**config.mk**
```make
export PLATFORM = sky130hd
export DESIGN_NAME = cpu_seq_ctrl
export DESIGN_NICKNAME = d
export VERILOG_FILES = /design/src/rtl/cpu_pkg.sv /design/src/rtl/cpu_regfile.sv /design/src/rtl/cpu_seq_ctrl.sv
export SDC_FILE = /design/constraint.sdc
export NUM_CORES = 1
export LEC_CHECK = 0
export ABC_AREA = 1
export CAP_MARGIN = 10
export CORE_MARGIN = 2
export CORE_UTILIZATION = 50
export DETAILED_ROUTE_END_ITERATION = 7
export PLACE_DENSITY = 0.8
export SLEW_MARGIN = 20
export SYNTH_ARGS = -nofsm -noshare
export SYNTH_HDL_FRONTEND = slang
export SYNTH_SLANG_ARGS = --single-unit
```
**constraint.sdc**
```tcl
create_clock -name clk -period 5.1 [get_ports clk]
set_input_delay 0.765 -clock clk [delete_from_list [all_inputs] [get_ports clk]]
set_output_delay 0.765 -clock clk [all_outputs]
set_load 0.01 [all_outputs]
```
**src/rtl/cpu_pkg.sv**
```systemverilog
// Shared types and constants for the multicycle sequencer: opcode and state
// enums, instruction-word field positions and default widths.
package cpu_pkg;

    localparam int CPU_PC_W      = 4;
    localparam int CPU_DADDR_W   = 6;
    localparam int CPU_DATA_W    = 8;
    localparam int CPU_NREG      = 8;
    localparam int CPU_RA_W      = 3;
    localparam int CPU_IR_W      = 12;
    localparam int CPU_RETIRED_W = 8;

    // Instruction word field positions
    localparam int IR_OP_HI      = 11;
    localparam int IR_OP_LO      = 9;
    localparam int IR_RD_HI      = 8;
    localparam int IR_RD_LO      = 6;
    localparam int IR_LDADDR_HI  = 5;
    localparam int IR_LDADDR_LO  = 0;
    localparam int IR_STADDR_HI  = 8;
    localparam int IR_STADDR_LO  = 3;
    localparam int IR_RS1_HI     = 5;
    localparam int IR_RS1_LO     = 3;
    localparam int IR_RS2_HI     = 2;
    localparam int IR_RS2_LO     = 0;

    typedef enum logic [2:0] {
        OP_LD   = 3'd0,
        OP_ST   = 3'd1,
        OP_ADD  = 3'd2,
        OP_SUB  = 3'd3,
        OP_NOP4 = 3'd4,
        OP_NOP5 = 3'd5,
        OP_NOP6 = 3'd6,
        OP_HALT = 3'd7
    } cpu_op_e;

    typedef enum logic [2:0] {
        ST_IDLE   = 3'd0,
        ST_FETCH  = 3'd1,
        ST_DECODE = 3'd2,
        ST_EXEC   = 3'd3,
        ST_DONE   = 3'd4
    } cpu_state_e;

    // Saturating increment for the retired-instruction counter
    function automatic logic [CPU_RETIRED_W-1:0] sat_inc(input logic [CPU_RETIRED_W-1:0] v);
        logic [CPU_RETIRED_W-1:0] r;
        if (v == {CPU_RETIRED_W{1'b1}}) begin
            r = v;
        end else begin
            r = v + {{(CPU_RETIRED_W-1){1'b0}}, 1'b1};
        end
        return r;
    endfunction

endpackage

```
**src/rtl/cpu_regfile.sv**
```systemverilog
// Register file: NREG x DATA_W, two combinational read ports, one
// synchronous write port, all entries cleared by the asynchronous reset.
module cpu_regfile
    import cpu_pkg::*;
#(
    parameter int NREG   = CPU_NREG,
    parameter int DATA_W = CPU_DATA_W,
    parameter int AW     = CPU_RA_W
) (
    input  logic              clk,
    input  logic              rst,
    input  logic              i_we,
    input  logic [AW-1:0]     i_waddr,
    input  logic [DATA_W-1:0] i_wdata,
    input  logic [AW-1:0]     i_raddr_a,
    output logic [DATA_W-1:0] o_rdata_a,
    input  logic [AW-1:0]     i_raddr_b,
    output logic [DATA_W-1:0] o_rdata_b
);

    logic [DATA_W-1:0] r_mem [NREG];

    // Register storage: cleared on reset, written on the clock edge when enabled
    always_ff @(posedge clk or posedge rst) begin
        if (rst) begin
            for (int i = 0; i < NREG; i++) begin
                r_mem[i] <= '0;
            end
        end else if (i_we) begin
            r_mem[i_waddr] <= i_wdata;
        end
    end

    assign o_rdata_a = r_mem[i_raddr_a];
    assign o_rdata_b = r_mem[i_raddr_b];

endmodule

```
**src/rtl/cpu_seq_ctrl.sv**
```systemverilog
// Multicycle sequencer: FETCH/DECODE/EXEC over a 16x12 instruction memory
// and a 64x8 data memory, executing LD/ST/ADD with an internal register file.
// Optional feature macro: CPU_SUB_EN (op 011 becomes SUB; otherwise NOP).
module cpu_seq_ctrl
    import cpu_pkg::*;
#(
    parameter int PC_W    = CPU_PC_W,
    parameter int DADDR_W = CPU_DADDR_W,
    parameter int DATA_W  = CPU_DATA_W,
    parameter int NREG    = CPU_NREG
) (
    input  logic                     clk,
    input  logic                     rst,
    input  logic                     start,
    output logic [PC_W-1:0]          imem_addr,
    input  logic [CPU_IR_W-1:0]      imem_rd_data,
    output logic                     dmem_we,
    output logic [DADDR_W-1:0]       dmem_addr,
    output logic [DATA_W-1:0]        dmem_wr_data,
    input  logic [DATA_W-1:0]        dmem_rd_data,
    output logic                     busy,
    output logic                     done,
    output logic [CPU_RETIRED_W-1:0] retired
);

    cpu_state_e                r_state;
    cpu_state_e                w_state_nxt;
    logic [PC_W-1:0]           r_pc;
    logic [CPU_IR_W-1:0]       r_ir;
    logic [DATA_W-1:0]         r_opa;
    logic [DATA_W-1:0]         r_opb;
    logic [CPU_RETIRED_W-1:0]  r_retired;

    cpu_op_e                   w_op;
    logic                      w_rf_we;
    logic [DATA_W-1:0]         w_rf_wdata;
    logic [DATA_W-1:0]         w_rf_rd_a;
    logic [DATA_W-1:0]         w_rf_rd_b;

    assign w_op = cpu_op_e'(r_ir[IR_OP_HI:IR_OP_LO]);

    cpu_regfile #(
        .NREG   (NREG),
        .DATA_W (DATA_W),
        .AW     (CPU_RA_W)
    ) u_regfile (
        .clk       (clk),
        .rst       (rst),
        .i_we      (w_rf_we),
        .i_waddr   (r_ir[IR_RD_HI:IR_RD_LO]),
        .i_wdata   (w_rf_wdata),
        .i_raddr_a (r_ir[IR_RS1_HI:IR_RS1_LO]),
        .o_rdata_a (w_rf_rd_a),
        .i_raddr_b (r_ir[IR_RS2_HI:IR_RS2_LO]),
        .o_rdata_b (w_rf_rd_b)
    );

    // FSM state register
    always_ff @(posedge clk or posedge rst) begin
        if (rst) begin
            r_state <= ST_IDLE;
        end else begin
            r_state <= w_state_nxt;
        end
    end

    // Next-state logic plus data-memory and register-file write strobes
    always_comb begin
        w_state_nxt  = r_state;
        dmem_we      = 1'b0;
        dmem_addr    = '0;
        dmem_wr_data = '0;
        w_rf_we      = 1'b0;
        w_rf_wdata   = '0;
        case (r_state)
            ST_IDLE, ST_DONE: begin
                if (start) begin
                    w_state_nxt = ST_FETCH;
                end else begin
                    w_state_nxt = r_state;
                end
            end
            ST_FETCH: begin
                w_state_nxt = ST_DECODE;
            end
            ST_DECODE: begin
                if (w_op == OP_HALT) begin
                    w_state_nxt = ST_DONE;
                end else begin
                    w_state_nxt = ST_EXEC;
                end
            end
            ST_EXEC: begin
                // The last slot finishes the program rather than wrapping to PC 0
                if (r_pc == {PC_W{1'b1}}) begin
                    w_state_nxt = ST_DONE;
                end else begin
                    w_state_nxt = ST_FETCH;
                end
                case (w_op)
                    OP_LD: begin
                        dmem_addr  = r_ir[IR_LDADDR_HI:IR_LDADDR_LO];
                        w_rf_we    = 1'b1;
                        w_rf_wdata = dmem_rd_data;
                    end
                    OP_ST: begin
                        dmem_we      = 1'b1;
                        dmem_addr    = r_ir[IR_STADDR_HI:IR_STADDR_LO];
                        dmem_wr_data = r_opb;
                    end
                    OP_ADD: begin
                        w_rf_we    = 1'b1;
                        w_rf_wdata = r_opa + r_opb;
                    end
`ifdef CPU_SUB_EN
                    OP_SUB: begin
                        w_rf_we    = 1'b1;
                        w_rf_wdata = r_opa - r_opb;
                    end
`endif
                    default: begin
                        w_rf_we = 1'b0;
                    end
                endcase
            end
            default: begin
                w_state_nxt = ST_IDLE;
            end
        endcase
    end

    // PC, instruction register, operand latches and retired counter
    always_ff @(posedge clk or posedge rst) begin
        if (rst) begin
            r_pc      <= '0;
            r_ir      <= '0;
            r_opa     <= '0;
            r_opb     <= '0;
            r_retired <= '0;
        end else begin
            case (r_state)
                ST_IDLE, ST_DONE: begin
                    if (start) begin
                        r_pc      <= '0;
                        r_retired <= '0;
                    end
                end
                ST_FETCH: begin
                    r_ir <= imem_rd_data;
                end
                ST_DECODE: begin
                    r_opa <= w_rf_rd_a;
                    r_opb <= w_rf_rd_b;
                end
                ST_EXEC: begin
                    r_pc      <= r_pc + {{(PC_W-1){1'b0}}, 1'b1};
                    r_retired <= sat_inc(r_retired);
                end
                default: begin
                    r_pc <= r_pc;
                end
            endcase
        end
    end

    assign imem_addr = r_pc;
    assign busy      = (r_state == ST_FETCH) || (r_state == ST_DECODE) || (r_state == ST_EXEC);
    assign done      = (r_state == ST_DONE);
    assign retired   = r_retired;

endmodule

```
-- Yosys cells after proc, flatten, opt, wreduce, memory -nomap -nowiden
Index checks and enable logic that the tools add are counted.
- add/sub/neg operators: 3
- magnitude comparators: 4
- equality and inequality tests: 11
- multiplexer cells: 28
- bitwise gates (word level): 3
- reduce and logical (&&, ||, !) cells: 10
- operators with widths (cell ; number):
    8-bit two-way mux ; 10
    64-bit bitwise mux ; 1
    8-bit binary-select mux with 3-bit select ; 2
    8-bit one-hot mux with 2 select lines ; 2
    8-bit demux with 3-bit select ; 1
    4-bit greater-or-equal comparator, second input constant ; 3
    3-bit NOT with 4-bit output ; 3
    3-bit one-hot mux with 4 select lines ; 1
    6-bit one-hot mux with 2 select lines ; 1
    3-bit by 2-bit equality test with 1-bit output, second input constant ; 3
    3-bit two-way mux ; 3
    8-bit by 1-bit adder with 8-bit output, second input constant ; 1
    8-bit adder ; 1
    8-bit equality test, second input constant ; 1
    4-bit one-hot mux with 2 select lines ; 1
    3-bit by 1-bit equality test with 1-bit output, second input constant ; 2
    3-bit equality test, second input constant ; 2
    3-bit logical NOT ; 2
    6-bit two-way mux ; 1
    4-bit by 1-bit adder with 4-bit output, second input constant ; 1
    4-bit equality test, second input constant ; 1
    4-bit by 1-bit less-than comparator with 1-bit output, second input constant ; 1
    1-bit two-way mux ; 4
    4-bit two-way mux ; 1
    other kinds (7) ; 10
- register bits: 107
- input bits: 23
- output and inout bits: 29
- word-level logic and storage cells: 73

-- Logic depth before layout (Yosys ltp)
- depth in word-level cells: 6
- mapped depth: 11
- gate-level depth less buffers: 11

-- Modules after synthesis
A second synthesis with hierarchy kept.
- cells, all modules: 880
- area total of the unflattened synthesis: 6246.0 um^2
- by module, submodules not included (module ; times used ; cells each ; area an instance (um^2) ; seq. area each (um^2)):
    cpu_regfile ; 1 ; 590 ; 3806.2 ; 1601.5
    cpu_seq_ctrl ; 1 ; 290 ; 2439.8 ; 1076.0

-- Worst setup path before layout
Ideal clock, no wire load.
- path type: flip-flop to output port
- start: reg r_state[2]
- end: out dmem_addr[0]
- data arrival time: 1.243 ns
- required time: 4.335 ns
- setup slack: 3.092 ns
- stages on the path, launching flop included: 7
- path buffers: 1
- cells stage by stage: dfrtp_1 > inv_2 > nand3_4 > clkinv_1 > buf_2 > nand2_1 > o22ai_1
- word-level cells in the longest chain between the ends: 2
- RTL lines (what ; RTL line ; text):
    start, declared ; cpu_seq_ctrl.sv:26 ; cpu_state_e r_state;
    start signal, assigned ; cpu_seq_ctrl.sv:63 ; r_state <= w_state_nxt;
    3-bit by 2-bit equality test with 1-bit output ; cpu_seq_ctrl.sv:75 ; case (r_state)
    6-bit two-way mux ; cpu_seq_ctrl.sv:75 ;
    end, declared ; cpu_seq_ctrl.sv:18 ; output logic [DADDR_W-1:0] dmem_addr,
No other way between the ends.

-- Worst setup path in the final report
- start: reg r_state[2]
- end: out dmem_addr[4]
Same word-level chain as after synthesis.

==> out/qor_table.md <==
| Result | Value |
|:---|:---|
| DRC Markers | 0 |
| Top-area cell type share of the netlist area | 0.447 |
| Num rows | 39 |
| Aggregate negative setup slack | 0 ps |
| Synthesized area divided by synthesized cell count | 7.63 um^2 |
| Final max-slew violation count | 0 |
| Leakage power summed over all cells | 3.21 nW |
| Number of global-route vias before repair | 4936 |
| Tmin final | 3310 ps |
| #FFs+latches synth | 107 |
| Least-Margin Pin Slew | 938 ps |
| Post-synthesis cell type count | 35 |
| Antenna diode count | 0 |
| Portion of the post-synthesis area used by sequential elements | 0.447 |
| Post-synthesis compound-gate area fraction | 0.191 |
| Number of H-tree levels | 3 |
| Core Footprint | 11600 um^2 |
| Count of synthesis-stage warnings from yosys | 0 |
| Data required, critical path | 4340 ps |
| Post-route clock period utilization | 0.648 |
| Maximum fanout along the worst path | 50 |
| Net Count, Synth | 819 |
| Worst setup path category | flip-flop to primary output |
| Total via count in the routed design | 5478 |
| DRC violation total after the first TritonRoute iteration | 700 |
| Share of async-settable or async-resettable flops after synthesis | 1.00 |
| Area added between synthesis and finish | 14.0% |
| Overflow left after global routing | 0 |
| Post-Synthesis Cell Area | 5990 um^2 |
| Largest cells by area after synthesis | sky130_fd_sc_hd__dfrtp_1 45%, sky130_fd_sc_hd__nand2_1 11%, sky130_fd_sc_hd__o21ai_0 8.1% |
| Reported max-cap violation count | 0 |
| Path type of the worst min-delay path | flip-flop to flip-flop |
| Placed wire-length estimate after detailed placement | 11.3 mm |
| Effective utilization at floorplan | 0.518 |
| Uppermost metal layer occupied by signal nets | met4 |
| Length of the first detailed-routing pass in iterations | 5 |
| Tot GR Track Use | 0.258 |
| Area share of fa/ha/maj cells after synthesis | 0.0221 |
| Commonest non-fill, non-tap cell in the layout | sky130_fd_sc_hd__nand2_1 |
| Post-CTS Setup Repair Bufs | 0 |
| Clock skew after layout | 8.71 ps |
| Relative max-transition margin | 0.375 |
| RSZ-0062 raised after global routing | no |
| Hold violation count in the final report | 0 |
| TritonCTS clock tree | built |
| Maximum buffer depth of the clock tree | 2 |
| TritonCTS Buffers | 9 |
| Dpl cells | 945 |
| Number of instances in the synthesized netlist | 786 |
| Number of antenna violations at the first check in global routing | 0 |
| Simple-gate share of the synthesized area | 0.245 |
| Number of nets in the layout | 846 |
| Combinational family with the most area after synthesis | simple AND/OR/NAND/NOR gates |
| Crit. End Element | primary output |
| Met3 wire length | 1.27 mm |
| Total met2 wirelength after detailed routing | 7.10 mm |
| Average wire per cell in the routed design | 16.4 um |
| Remaining antenna violation count | 0 |
| CTS Root Cell | sky130_fd_sc_hd__clkbuf_16 |
| Die width | 113 um |
| Met1 Wirelength | 7.23 mm |
| Full die area | 12900 um^2 |
| Layout Cells excl Fill | 961 |
| Detailed-route vias per instance | 5.70 |
| Cell type with the largest total area after synthesis | sky130_fd_sc_hd__dfrtp_1 |
| Crit start category | flip-flop |
| Number of enable flip-flop cells after synthesis | 0 |
| Fraction of layout cells with a size suffix above 1 | 0.0611 |
| Mux contribution to synthesized area | 0.00188 |
| Floorplan die height | 113 um |
| CP Data Arrival Time | 2540 ps |
| Most used flip-flop cell after synthesis | sky130_fd_sc_hd__dfrtp_1 |
| Pin count of the biggest net entering global routing | 75 |
| Area share of xor/xnor cells in the synthesized design | 0.00292 |
| Number of gates resized after cts | 0 |
| Hold-fix buffers, CTS | 0 |
| # IOs | 52 |
| Sink count of the clock tree | 107 |
| Fmax | 302 MHz |
| Status | finished clean |
| Detailed Route WL | 15.8 mm |
| Worst IR Drop VDD | 0.264 mV |
| Power density cells | 622 nW/um^2 |
| Commonest non-fill, non-tap cells in the layout | 182 x sky130_fd_sc_hd__nand2_1, 107 x sky130_fd_sc_hd__dfrtp_1, 97 x sky130_fd_sc_hd__o21ai_0 |
| Skew-Pair Late Insertion Delay | 350 ps |
| Count of port buffers added during placement | 51 |
| Setup-violating endpoint count in the final report | 0 |
| Reg clk slew, reported paths | 70 ps |
| Global placement routability congestion | 0.889 |
| Wire length of the first global-routing pass | 26.1 mm |
==> critical path, cell delays in order, from the launching register on <==
cell and delay (ps):
sky130_fd_sc_hd__dfrtp_1 430, sky130_fd_sc_hd__inv_2 100, sky130_fd_sc_hd__nand3_4 130, sky130_fd_sc_hd__clkinv_1 90, sky130_fd_sc_hd__buf_4 430, sky130_fd_sc_hd__nand2_1 210, sky130_fd_sc_hd__o22ai_1 200, sky130_fd_sc_hd__clkdlybuf4s50_1 570
==> kinds of logic (layout without fill, tap and decap cells) <==
family          after synthesis  in the layout
simple gates                331            331
flops                       107            107
fa+ha+maj                    10             10
buf+inv                     126            158
xor+xnor                      2              2
compound gates              209            209
mux                           1              1
==> metrics by stage <==
step                area, um^2  power [mW]  hold WS, ps  utilization  setup slack [ps]
floorplan                 5990        2.86          449            -              1520
global placement          6510        3.39          465        0.563              2230
detailed placement        6510        3.45          468        0.563              2200
CTS                       6830        4.22          487        0.591              1810
global route              6830        4.59          501        0.591              1600
finish                    6830        4.25          485        0.591              1790
==> cell type report <==
type / instances / area, um^2
clock inverters: 5 / 82.6
flip-flops and latches: 107 / 2680
multi-input cells: 553 / 2780
clock buffers: 11 / 243
inverters: 86 / 325
repair buffers: 56 / 548
well taps: 143 / 179
fillers: 1040 / 4730
==> sequential cells by signal, indices dropped and copies added, names as in the netlist <==
| signal | flops |
|---|---|
| retired | 8 |
| r_opa | 8 |
| imem_addr | 4 |
| r_ir | 12 |
| r_opb | 8 |
| r_state | 3 |
| u_regfile.r_mem | 64 |
==> power breakdown <==
part | internal (mW) | switching, mW
registers | 1.18 | 0.333
clock network | 0.447 | 0.314
logic | 0.689 | 1.29
==> cells in the mapped netlist, types with 6 or more instances <==
master	instances
sky130_fd_sc_hd__ha_1	9
sky130_fd_sc_hd__dfrtp_1	107
sky130_fd_sc_hd__a21oi_1	56
sky130_fd_sc_hd__nor2_4	8
sky130_fd_sc_hd__o211ai_1	24
sky130_fd_sc_hd__nor2_1	45
sky130_fd_sc_hd__o22ai_1	6
sky130_fd_sc_hd__inv_2	9
sky130_fd_sc_hd__nand3_1	84
sky130_fd_sc_hd__buf_2	6
sky130_fd_sc_hd__nand2_1	182
sky130_fd_sc_hd__o21ai_0	97
sky130_fd_sc_hd__buf_6	8
sky130_fd_sc_hd__inv_1	72
sky130_fd_sc_hd__o21ai_1	17
sky130_fd_sc_hd__clkbuf_1	24
==> metal layers <==
layer  GRT usage  vias up
li1            -     2675
met1       0.391     2560
met2       0.387      224
met3      0.0452       19
met4      0.0610        0
met5           0        -
==> path summary, 6_finish.rpt <==
kind / cells after the start / endpoint / startpoint / slack, ps
max in group asynchronous: 3 / r_opb[2] / rst / 3110
worst max-delay path: 7 / dmem_addr[4] / r_state[2] / 1790
worst max register to register: 9 / u_regfile.r_mem[52] / r_opa[0] / 2950
min in group asynchronous: 2 / r_state[1] / rst / 940
worst min-delay path: 2 / u_regfile.r_mem[22] / u_regfile.r_mem[22] / 490
worst min register to register: 2 / u_regfile.r_mem[22] / u_regfile.r_mem[22] / 490
Power figures use the tool's default switching activity.
